<file path="src/rtl/target_sequencer_if.sv">
// target_sequencer_if
//
// Groups the game-side signals of target_sequencer into one bundle.
//   start      : level request to begin a game (driven by the player/controller side)
//   sw[15:0]   : player switches, already synchronous to clk
//   rnd[3:0]   : current target index for the LED select stage
//   off        : 1 blanks every LED
//   score[7:0] : hits in the current game, saturating at 255
//   lives[2:0] : remaining lives
//   hit, miss  : one-cycle event pulses
//   game_over  : high while the game is over
//
// Modports:
//   master : the controller/player side (drives start and sw)
//   slave  : the sequencer itself (drives the game outputs)

interface target_sequencer_if;
    logic        start;
    logic [15:0] sw;
    logic [3:0]  rnd;
    logic        off;
    logic [7:0]  score;
    logic [2:0]  lives;
    logic        hit;
    logic        miss;
    logic        game_over;

    modport master (
        output start, sw,
        input  rnd, off, score, lives, hit, miss, game_over
    );

    modport slave (
        input  start, sw,
        output rnd, off, score, lives, hit, miss, game_over
    );
endinterface

</file>
<file path="src/rtl/target_sequencer.sv">
// target_sequencer
//
// Whack-a-mole style game sequencer feeding the LED one-hot select stage.
// It chooses which of the 16 LEDs is the current target (rnd), blanks the
// display between targets (off), watches the player's switches for rising
// edges, and keeps the score and the remaining lives. All pacing comes from
// an internal tick divider so the LED stage needs no timing of its own.
//
// Ports:
//   clk   : system clock, everything on the rising edge
//   reset : asynchronous, active-high; returns to IDLE with the LFSR at SEED
//   bus   : target_sequencer_if.slave (start, sw in; rnd, off, score, lives,
//           hit, miss, game_over out; all outputs registered)
//
// Parameters:
//   TICK_DIV  : clk cycles per game tick (>= 2)
//   ON_TICKS  : ticks a target stays lit (>= 1)
//   GAP_TICKS : blank ticks between targets (>= 1)
//   LIVES     : lives at game start (1..7)
//   SEED      : LFSR reset value (nonzero)
//
// Optional feature, macro TARGET_SPEEDUP_EN:
//   When defined, the lit time shrinks by one tick after every 8th hit, down
//   to a floor of one tick, and is restored to ON_TICKS on every start.
//   When undefined, the lit time is always ON_TICKS and no extra register
//   exists.

module target_sequencer #(
    parameter int          TICK_DIV  = 25_000_000,
    parameter int          ON_TICKS  = 4,
    parameter int          GAP_TICKS = 1,
    parameter int          LIVES     = 3,
    parameter logic [15:0] SEED      = 16'hACE1
) (
    input  logic              clk,
    input  logic              reset,
    target_sequencer_if.slave bus
);

    localparam int CW   = (TICK_DIV > 1) ? $clog2(TICK_DIV) : 1;
    localparam int MAXT = (ON_TICKS > GAP_TICKS) ? ON_TICKS : GAP_TICKS;
    localparam int TW   = $clog2(MAXT + 1);

    localparam logic [CW-1:0] CYC_LAST  = CW'(TICK_DIV - 1);
    localparam logic [TW-1:0] GAP_LAST  = TW'(GAP_TICKS - 1);
    // Galois feedback mask for taps 16,14,13,11 (right-shifting form)
    localparam logic [15:0]   LFSR_TAPS = 16'hB400;

    typedef enum logic [1:0] {
        IDLE = 2'd0,
        GAP  = 2'd1,
        SHOW = 2'd2,
        OVER = 2'd3
    } state_t;

    state_t        state, state_n;
    logic [15:0]   lfsr, lfsr_n;
    logic [15:0]   sw_q;
    logic [15:0]   rise;
    logic [15:0]   target_mask;
    logic [CW-1:0] cyc, cyc_n;
    logic [TW-1:0] tcnt, tcnt_n;
    logic          tick;
    logic          enter;
    logic          miss_ev;

    logic [3:0]    rnd_r, rnd_n;
    logic          off_r, off_n;
    logic [7:0]    score_r, score_n;
    logic [2:0]    lives_r, lives_n;
    logic          hit_r, hit_n;
    logic          miss_r, miss_n;
    logic          over_r, over_n;

    // Last tick index of a SHOW phase; shrinks with score when speedup is built
    logic [TW-1:0] show_last;

`ifdef TARGET_SPEEDUP_EN
    logic [TW-1:0] lit, lit_n;
    assign show_last = lit - TW'(1);
`else
    assign show_last = TW'(ON_TICKS - 1);
`endif

    // A switch counts only on its 0->1 transition, so a held switch never
    // re-triggers after a state change.
    assign rise        = bus.sw & ~sw_q;
    assign target_mask = 16'd1 << rnd_r;
    assign tick        = (cyc == CYC_LAST);

    assign bus.rnd       = rnd_r;
    assign bus.off       = off_r;
    assign bus.score     = score_r;
    assign bus.lives     = lives_r;
    assign bus.hit       = hit_r;
    assign bus.miss      = miss_r;
    assign bus.game_over = over_r;

    // Next-state and next-output logic. "enter" marks any state entry so the
    // cycle and tick counters restart and every phase has an exact length.
    always_comb begin
        state_n = state;
        rnd_n   = rnd_r;
        score_n = score_r;
        lives_n = lives_r;
        hit_n   = 1'b0;
        miss_n  = 1'b0;
        enter   = 1'b0;
        miss_ev = 1'b0;
`ifdef TARGET_SPEEDUP_EN
        lit_n   = lit;
`endif

        case (state)
            IDLE, OVER: begin
                if (bus.start) begin
                    score_n = 8'd0;
                    lives_n = 3'(LIVES);
                    state_n = GAP;
                    enter   = 1'b1;
`ifdef TARGET_SPEEDUP_EN
                    lit_n   = TW'(ON_TICKS);
`endif
                end
            end

            GAP: begin
                if (tick && (tcnt == GAP_LAST)) begin
                    state_n = SHOW;
                    enter   = 1'b1;
                    // Never repeat the previous target back to back
                    if (lfsr[3:0] == rnd_r) begin
                        rnd_n = lfsr[3:0] + 4'd1;
                    end else begin
                        rnd_n = lfsr[3:0];
                    end
                end
            end

            SHOW: begin
                // Any wrong switch wins over a correct one so mashing never scores
                if (|(rise & ~target_mask)) begin
                    miss_ev = 1'b1;
                end else if (|(rise & target_mask)) begin
                    hit_n   = 1'b1;
                    score_n = (score_r == 8'hFF) ? score_r : score_r + 8'd1;
                    state_n = GAP;
                    enter   = 1'b1;
`ifdef TARGET_SPEEDUP_EN
                    if ((score_r != 8'hFF) && (score_n[2:0] == 3'd0) && (lit > TW'(1))) begin
                        lit_n = lit - TW'(1);
                    end
`endif
                end else if (tick && (tcnt == show_last)) begin
                    miss_ev = 1'b1;
                end

                if (miss_ev) begin
                    miss_n  = 1'b1;
                    lives_n = lives_r - 3'd1;
                    state_n = (lives_n == 3'd0) ? OVER : GAP;
                    enter   = 1'b1;
                end
            end

            default: begin
                state_n = IDLE;
            end
        endcase

        if (enter) begin
            cyc_n  = '0;
            tcnt_n = '0;
        end else if (tick) begin
            cyc_n  = '0;
            tcnt_n = tcnt + TW'(1);
        end else begin
            cyc_n  = cyc + CW'(1);
            tcnt_n = tcnt;
        end

        off_n  = (state_n != SHOW);
        over_n = (state_n == OVER);

        lfsr_n = lfsr[0] ? ({1'b0, lfsr[15:1]} ^ LFSR_TAPS) : {1'b0, lfsr[15:1]};
    end

    // State register plus every registered output; the LFSR free-runs in all
    // states so the target sequence depends on player reaction time.
    always_ff @(posedge clk or posedge reset) begin
        if (reset) begin
            state   <= IDLE;
            lfsr    <= SEED;
            sw_q    <= 16'd0;
            cyc     <= '0;
            tcnt    <= '0;
            rnd_r   <= 4'd0;
            off_r   <= 1'b1;
            score_r <= 8'd0;
            lives_r <= 3'd0;
            hit_r   <= 1'b0;
            miss_r  <= 1'b0;
            over_r  <= 1'b0;
`ifdef TARGET_SPEEDUP_EN
            lit     <= TW'(ON_TICKS);
`endif
        end else begin
            state   <= state_n;
            lfsr    <= lfsr_n;
            sw_q    <= bus.sw;
            cyc     <= cyc_n;
            tcnt    <= tcnt_n;
            rnd_r   <= rnd_n;
            off_r   <= off_n;
            score_r <= score_n;
            lives_r <= lives_n;
            hit_r   <= hit_n;
            miss_r  <= miss_n;
            over_r  <= over_n;
`ifdef TARGET_SPEEDUP_EN
            lit     <= lit_n;
`endif
        end
    end

endmodule

</file>
<file path="src/flat_wrapper.sv">
// flat-port wrapper written by rule: the top's interface ports become plain ports
module target_sequencer_flat 
#(
    parameter int          TICK_DIV  = 25_000_000,
    parameter int          ON_TICKS  = 4,
    parameter int          GAP_TICKS = 1,
    parameter int          LIVES     = 3,
    parameter logic [15:0] SEED      = 16'hACE1
)
  (clk, reset, bus_start, bus_sw, bus_rnd, bus_off, bus_score, bus_lives, bus_hit, bus_miss, bus_game_over);
  target_sequencer_if bus_i ();
  input  logic clk;
  input  logic reset;
  input wire logic [$bits(bus_i.start)-1:0] bus_start;
  input wire logic [$bits(bus_i.sw)-1:0] bus_sw;
  output wire logic [$bits(bus_i.rnd)-1:0] bus_rnd;
  output wire logic [$bits(bus_i.off)-1:0] bus_off;
  output wire logic [$bits(bus_i.score)-1:0] bus_score;
  output wire logic [$bits(bus_i.lives)-1:0] bus_lives;
  output wire logic [$bits(bus_i.hit)-1:0] bus_hit;
  output wire logic [$bits(bus_i.miss)-1:0] bus_miss;
  output wire logic [$bits(bus_i.game_over)-1:0] bus_game_over;
  assign bus_i.start = bus_start;
  assign bus_i.sw = bus_sw;
  assign bus_rnd = bus_i.rnd;
  assign bus_off = bus_i.off;
  assign bus_score = bus_i.score;
  assign bus_lives = bus_i.lives;
  assign bus_hit = bus_i.hit;
  assign bus_miss = bus_i.miss;
  assign bus_game_over = bus_i.game_over;
  target_sequencer #(.TICK_DIV(TICK_DIV), .ON_TICKS(ON_TICKS), .GAP_TICKS(GAP_TICKS), .LIVES(LIVES), .SEED(SEED)) u_core (.clk(clk), .reset(reset), .bus(bus_i));
endmodule
</file>
<file path="config.mk">
export PLATFORM = sky130hd
export DESIGN_NAME = target_sequencer_flat
export DESIGN_NICKNAME = d
export VERILOG_FILES = /design/src/rtl/target_sequencer_if.sv /design/src/rtl/target_sequencer.sv /design/src/flat_wrapper.sv
export SDC_FILE = /design/constraint.sdc
export NUM_CORES = 1
export LEC_CHECK = 0
export BUFFER_PORTS_ARGS = -buffer_cell sky130_fd_sc_hd__buf_2
export CORE_MARGIN = 2
export CORE_UTILIZATION = 54
export CTS_CLUSTER_SIZE = 16
export DETAILED_ROUTE_END_ITERATION = 10
export HOLD_SLACK_MARGIN = 0.12
export PLACE_DENSITY_LB_ADDON = 0.08
export SYNTH_ARGS = -nofsm -noshare
export SYNTH_HDL_FRONTEND = slang
export SYNTH_SLANG_ARGS = --single-unit
</file>
<file path="constraint.sdc">
create_clock -name clk -period 2.8 [get_ports clk]
set_input_delay 0.56 -clock clk [delete_from_list [all_inputs] [get_ports clk]]
set_output_delay 0.56 -clock clk [all_outputs]
set_load 0.05 [all_outputs]
</file>
; ---- Word-level counts from Yosys, hierarchy flattened
; Cells that the tools add are included.
[classes]
reduce_logical = 13
bitwise = 6
n_mux = 34
shift = 1
add_sub_neg = 5
eq_ne = 14
[ops]
columns = operator, n
row1 = $mux 25, 2
row2 = $and 16x16->16, 3
row3 = $mux 8, 4
row4 = $not 16->16, 2
row5 = $reduce_or 16->1, 2
row6 = $add 25x1->25 const B, 1
row7 = $eq 25x25->1 const B, 1
row8 = $mux 16, 1
row9 = $pmux 8 s2, 1
row10 = $shl 1x4->16 const A, 1
row11 = $mux 1, 12
row12 = $mux 2, 6
row13 = $mux 3, 4
row14 = $add 8x1->8 const B, 1
row15 = $eq 8x8->1 const B, 1
row16 = $ne 2x2->1 const B, 4
row17 = $eq 2x2->1 const B, 3
row18 = $logic_not 3->1, 2
row19 = $pmux 2 s3, 1
row20 = $pmux 3 s2, 1
row21 = $reduce_and 5->1, 1
row22 = $add 4x1->4 const B, 1
row23 = $eq 4x4->1, 1
row24 = $mux 4, 1
row25 = other kinds (13), 16
[word_totals]
out_inout_bits = 19
register_bits = 81
wordCells = 85
input_bits = 19

; ---- Depth between registers and ports, before layout
[logic_depth]
word_depth = 10
depth_mapped = 10

; ---- Worst setup path before layout
; No wires, ideal clock.
[synth_timing]
path_type = register -> register
from = reg u_core.rnd_r[2], in the netlist u_core.bus.rnd[2]
to = reg u_core.cyc[13]
synth_period_minus_slack_ps = 3002
n_path_buf = 2
path_stages_with_launch = 9
required_ps = 2731
arrival_time_ps = 2933
path_slack_ps = -202
path_cell_list = dfrtp_1 buf_4 nor4b_1 o32ai_1 or4_1 or4_4 o41a_4 buf_6 nor2_2
[synth_between]
elab_chain_len = 9
word_cells_on_any_way = 14
[synth_rtl]
columns = element, line
row1 = "start, declared", target_sequencer.sv:67  ; logic [3:0] rnd_r, rnd_n;
row2 = "start signal, assigned", target_sequencer.sv:213  ; rnd_r <= rnd_n;
row3 = $shl 1x4->16 (*), target_sequencer.sv:88  ; assign target_mask = 16'd1 << rnd_r;
row4 = $and 16x16->16 or $not 16->16 (tied branches), "target_sequencer.sv:144, target_sequencer.sv:142"
row5 = $reduce_or 16->1 or $and 16x16->16 (tied branches), "target_sequencer.sv:144, target_sequencer.sv:142"
row6 = $mux 1 or $reduce_or 16->1 (tied branches), "target_sequencer.sv:144, target_sequencer.sv:142"
row7 = $mux 1, target_sequencer.sv:142  ; if (|(rise & ~target_mask)) begin
row8 = $mux 1, target_sequencer.sv:114  ; case (state)
row9 = $mux 1 (*), target_sequencer.sv:158  ; if (miss_ev) begin
row10 = $pmux 1 s3 (*), target_sequencer.sv:114
row11 = $mux 25 (*), target_sequencer.sv:171  ; if (enter) begin
row12 = net u_core.cyc_n[13], target_sequencer.sv:61  ; logic [CW-1:0] cyc, cyc_n;
row13 = "end signal, assigned", target_sequencer.sv:211  ; cyc <= cyc_n;
row14 = "end, declared", target_sequencer.sv:61
; Mark *: on every way through the listed nets, which the timed path passes. The rest lies on a longest branch. The select of a mux whose other input is x is not followed.
; A chain may end at the register's enable or synchronous reset.

; ---- Worst setup path after layout
[layout_timing]
from = reg u_core.rnd_r[0], in the netlist u_core.bus.rnd[0]
to = reg u_core.tcnt[2]
[layout_between]
elab_chain_len = 9
word_cells_on_any_way = 15
[layout_rtl]
columns = element, line
row1 = $shl 1x4->16 (*), target_sequencer.sv:88
row2 = $and 16x16->16 or $not 16->16 (tied branches), "target_sequencer.sv:144, target_sequencer.sv:142"
row3 = $reduce_or 16->1 or $and 16x16->16 (tied branches), "target_sequencer.sv:144, target_sequencer.sv:142"
row4 = $mux 1 or $reduce_or 16->1 (tied branches), "target_sequencer.sv:144, target_sequencer.sv:142"
row5 = $mux 1, target_sequencer.sv:142
row6 = $mux 1, target_sequencer.sv:114
row7 = $mux 1 (*), target_sequencer.sv:158
row8 = $pmux 1 s3 (*), target_sequencer.sv:114
row9 = $mux 3 or $reduce_bool 2->1 (tied branches), --
row10 = "end signal, assigned", target_sequencer.sv:212  ; tcnt <= tcnt_n;
row11 = "end, declared", target_sequencer.sv:62  ; logic [TW-1:0] tcnt, tcnt_n;
; Mark *: on every way between the ends. The rest lies on a longest branch, timed or not. The select of a mux whose other input is x is not followed.

==> results.py <==
metrics = {
    "critical_path": {
        "path_depth": 7,
        "worstPathMaxFanout": 8,
        "cp_cell_sequence": "nor4b_2 -> o32ai_1 -> or4_1 -> or4_4 -> buf_12 -> o31a_1 -> o31ai_1",
        "cp-start-kind": "register",
        "worst_path_dominant_cell_family": "simple AND/OR/NAND/NOR gates",
        "timing.setup.critical_path_class": "reg -> reg",
        "reg2reg_from": "u_core.bus.rnd[0]",
        "cp.arrival_ns": 3.13,
        "cp-endpoint": "u_core.tcnt[2]",
        "worst_path_max_delay_cell": "sky130_fd_sc_hd__or4_1",
        "worst-r2r-setup-slack_ns": -0.05,
        "critical-path-max-stage-delay_ns": 0.54,
        "timing.critical_path.buf_inv": 1,
        "startpoint": "u_core.bus.rnd[0]",
        "timing.rr.end": "u_core.tcnt[2]",
        "worstPathRequired_ns": 3.07,
        "reg2reg_depth": 7,
        "critPathCaptureType": "register",
    },
    "drt": {
        "drt-vias-per-instance": 5.83,
        "dr.first_iter.drc_count": 189,
        "routed_wire_length_per_instance_um": 15.7,
        "drc_errors": 0,
        "detail_route.wirelength_mm": 9.63,
        "antenna_violating_nets_post_route": 0,
        "routed-via-count": 3571,
        "drt_pass1_iterations": 5,
    },
    "die": {
        "floorplan.initialDensity": 0.562,
        "chipWidth_um": 93.9,
        "placeableCoreArea_um2": 7770,
        "rows": 32,
        "area_of_the_die_um2": 8820,
        "io-pin-count": 38,
        "die_h_um": 93.9,
    },
    "clock_network": {
        "htreeDepth": 3,
        "clk_pin_slew_ns": 0.10,
        "tritoncts_buffer_count": 9,
        "clock_latency_late_sink_ns": 0.36,
        "cts.sinks": 81,
        "cts-root-to-sink-buffers": 2,
        "postCtsHoldBufs": 0,
        "cts_tree": "built",
        "cts.root.buffer_cell": "sky130_fd_sc_hd__clkbuf_8",
    },
    "global_routing": {
        "grt-ovfl-total": 0,
        "fraction_of_met3_tracks_used_by_global_routing": 0.0457,
        "grt.busiest_layer": "met2",
        "grt_max_degree": 55,
        "groute.layer.met1.usage": 0.303,
        "global_route.usage.total": 0.216,
        "antenna_violations_before_repair": 0,
        "first_pass_grt_wire_length_mm": 15.2,
        "number_of_global_route_vias_before_repair": 3236,
        "grt_met2_usage": 0.345,
    },
    "timing": {
        "actual_transition_at_the_worst_max_transition_pin_ns": 0.816,
        "rsz0062_at_grt": "yes",
        "fmaxAchievable_mhz": 350,
        "layout_setup_ws_ns": -0.0550,
        "finalSetupViolations": 15,
        "min_period_ns": 2.85,
        "post-route-period-util": 1.02,
        "hold_violations": 0,
        "finClkSkew_ns": 0.0100,
        "report.final.slew_viol_count": 0,
        "timing.slew.headroom": 0.452,
    },
    "synthesis": {
        "synthCells": 444,
        "synth_top_area_cell": "sky130_fd_sc_hd__dfrtp_1",
        "synth.yosys.warnings": 0,
        "ys_seq_area_frac": 0.467,
        "synth_area_per_cell_um2": 9.83,
        "synth.lib_cells_used.distinct": 62,
        "yosys.area.top_type_share": 0.413,
        "yosys-top-cells-area": "sky130_fd_sc_hd__dfrtp_1, sky130_fd_sc_hd__xor2_1, sky130_fd_sc_hd__dfstp_2, sky130_fd_sc_hd__nand2_1, sky130_fd_sc_hd__ha_1",
        "most_common_cell_in_the_netlist": "sky130_fd_sc_hd__dfrtp_1",
        "yosys_most_used_dff": "sky130_fd_sc_hd__dfrtp_1",
        "commonest_cells_in_the_synthesized_netlist": "sky130_fd_sc_hd__dfrtp_1, sky130_fd_sc_hd__nand2_1, sky130_fd_sc_hd__xor2_1",
        "synth_enable_flop_cells": 0,
        "async_flop_share": 1.00,
        "synth_area_um2": 4370,
        "yosys_register_bits": 81,
        "synth_nets": 473,
    },
    "place": {
        "routabilityCongestion": 0.843,
        "numPortBuffers": 37,
        "hpwlAfterDp_mm": 6.38,
        "pre_cts_setup_slack_ns": -0.102,
    },
    "hold_path": {
        "hold_class": "in -> async",
    },
    "final_layout": {
        "total_nets_final": 534,
        "layout-drive-gt1-share": 0.247,
        "fill_cells": 644,
        "layout-area-overhead-vs-synth_pct": 18.3,
        "insertedDiodeCount": 0,
    },
    "status": {
        "run_status": "finished with violations",
        "violations": "negative setup slack",
    },
    "flow_run": {
        "cap_violations": 0,
    },
    "power_and_ir_drop": {
        "power_density_nw_per_um2": 633,
        "irDropWorstVdd_mv": 0.410,
        "totalPowerFinal_w": 0.00327,
        "power_leakage_nw": 2.35,
    },
}
==> metal layers <==
| layer | up-vias | wire [um] |
|---|---|---|
| met2 | 82 | 4530 |
| met1 | 1749 | 4530 |
| li1 | 1727 | - |
| met3 | 13 | 453 |
| met5 | - | 0 |
| met4 | 0 | 109 |
==> layout by cell type (no fill, tap or decap), drive strengths merged, types with 6 or more instances in the layout <==
master	count
and3	9
dfrtp	72
o21ai	23
nor4	6
clkbuf	9
nand3	23
inv	24
buf	67
nand2b	10
xor2	29
nand2	42
nor3b	7
dfstp	9
nand4	10
nor2	35
nor2b	11
ha	10
a21oi	13
nor3	7
xnor2	6
or4	6
==> cells by family (layout without fill, tap and decap cells) <==
kind of cell / after synthesis / in the layout / share of synthesized area
fa+ha+maj: 10 / 10 / 0.0287
compound gates: 77 / 79 / 0.122
mux: 5 / 5 / 0.0115
simple gates: 195 / 195 / 0.259
flops: 81 / 81 / 0.467
buf+inv: 41 / 105 / 0.0421
xor+xnor: 35 / 35 / 0.0702
==> state kept, by name, indices dropped and copies added, names as in the netlist <==
signal and count:
u_core.cyc 25, u_core.lfsr 16, u_core.sw_q 16, u_core.bus.score 8, u_core.bus.rnd 4, u_core.bus.lives 3, u_core.tcnt 3, u_core.state 2
u_core.bus.game_over 1, u_core.bus.hit 1, u_core.bus.miss 1, u_core.bus.off 1
==> where the power goes <==
part | switching [W] | internal, W
clock network | 0.000512 | 0.000358
logic | 0.000734 | 0.000358
registers | 0.0000619 | 0.00125
==> how the worst min path moves through the flow <==
stage	end	slack (ns)	depth (start not counted)
final	u_core.lfsr[9]	0.19	2
after global routing	u_core.lfsr[9]	0.22	2
after detailed placement	u_core.lfsr[8]	0.34	0
after floorplan	u_core.lfsr[3]	0.33	0
after CTS	u_core.lfsr[8]	0.20	2
after global placement	u_core.lfsr[11]	0.34	0
==> metrics by stage <==
stage / utilization / cell area [um2] / hold WS, ns / instances / TNS (ns)
finish: 0.665 / 5160 / 0.192 / 612 / -0.329
global route: 0.665 / 5160 / 0.216 / 612 / -3.79
CTS: 0.647 / 5020 / 0.197 / 607 / -0.0454
detailed placement: 0.618 / 4800 / 0.342 / 590 / -0.369
global placement: 0.618 / 4800 / 0.335 / 590 / -0.0577
floorplan: - / 4380 / 0.331 / 444 / -0.0802
==> worst reg2reg max path, stage by stage, from the launching register on <==
cell and delay (ns):
sky130_fd_sc_hd__dfrtp_2 0.49, sky130_fd_sc_hd__nor4b_2 0.35, sky130_fd_sc_hd__o32ai_1 0.15, sky130_fd_sc_hd__or4_1 0.54
sky130_fd_sc_hd__or4_4 0.46, sky130_fd_sc_hd__buf_12 0.17, sky130_fd_sc_hd__o31a_1 0.35, sky130_fd_sc_hd__o31ai_1 0.26
==> final cells by class <==
class,instances,area (um2),share of cell area
Tap cell,102,128,0.0247
Inverter,22,83.8,0.0162
Timing Repair Buffer,67,447,0.0865
Clock buffer,9,124,0.0240
Clock inverter,7,83.8,0.0162
Sequential cell,81,2040,0.396
Multi-Input combinational cell,324,2250,0.437
==> what timing repair did <==
| action | CTS | global route |
|---|---|---|
| pin swaps | 1 | 9 |
| gates cloned | 1 | 1 |
| gates resized for setup | 1 | 33 |
| setup endpoints to repair | 14 | 34 |
| buffers inserted | 0 | 4 |
Note: power is estimated with default switching activity, not from simulation.
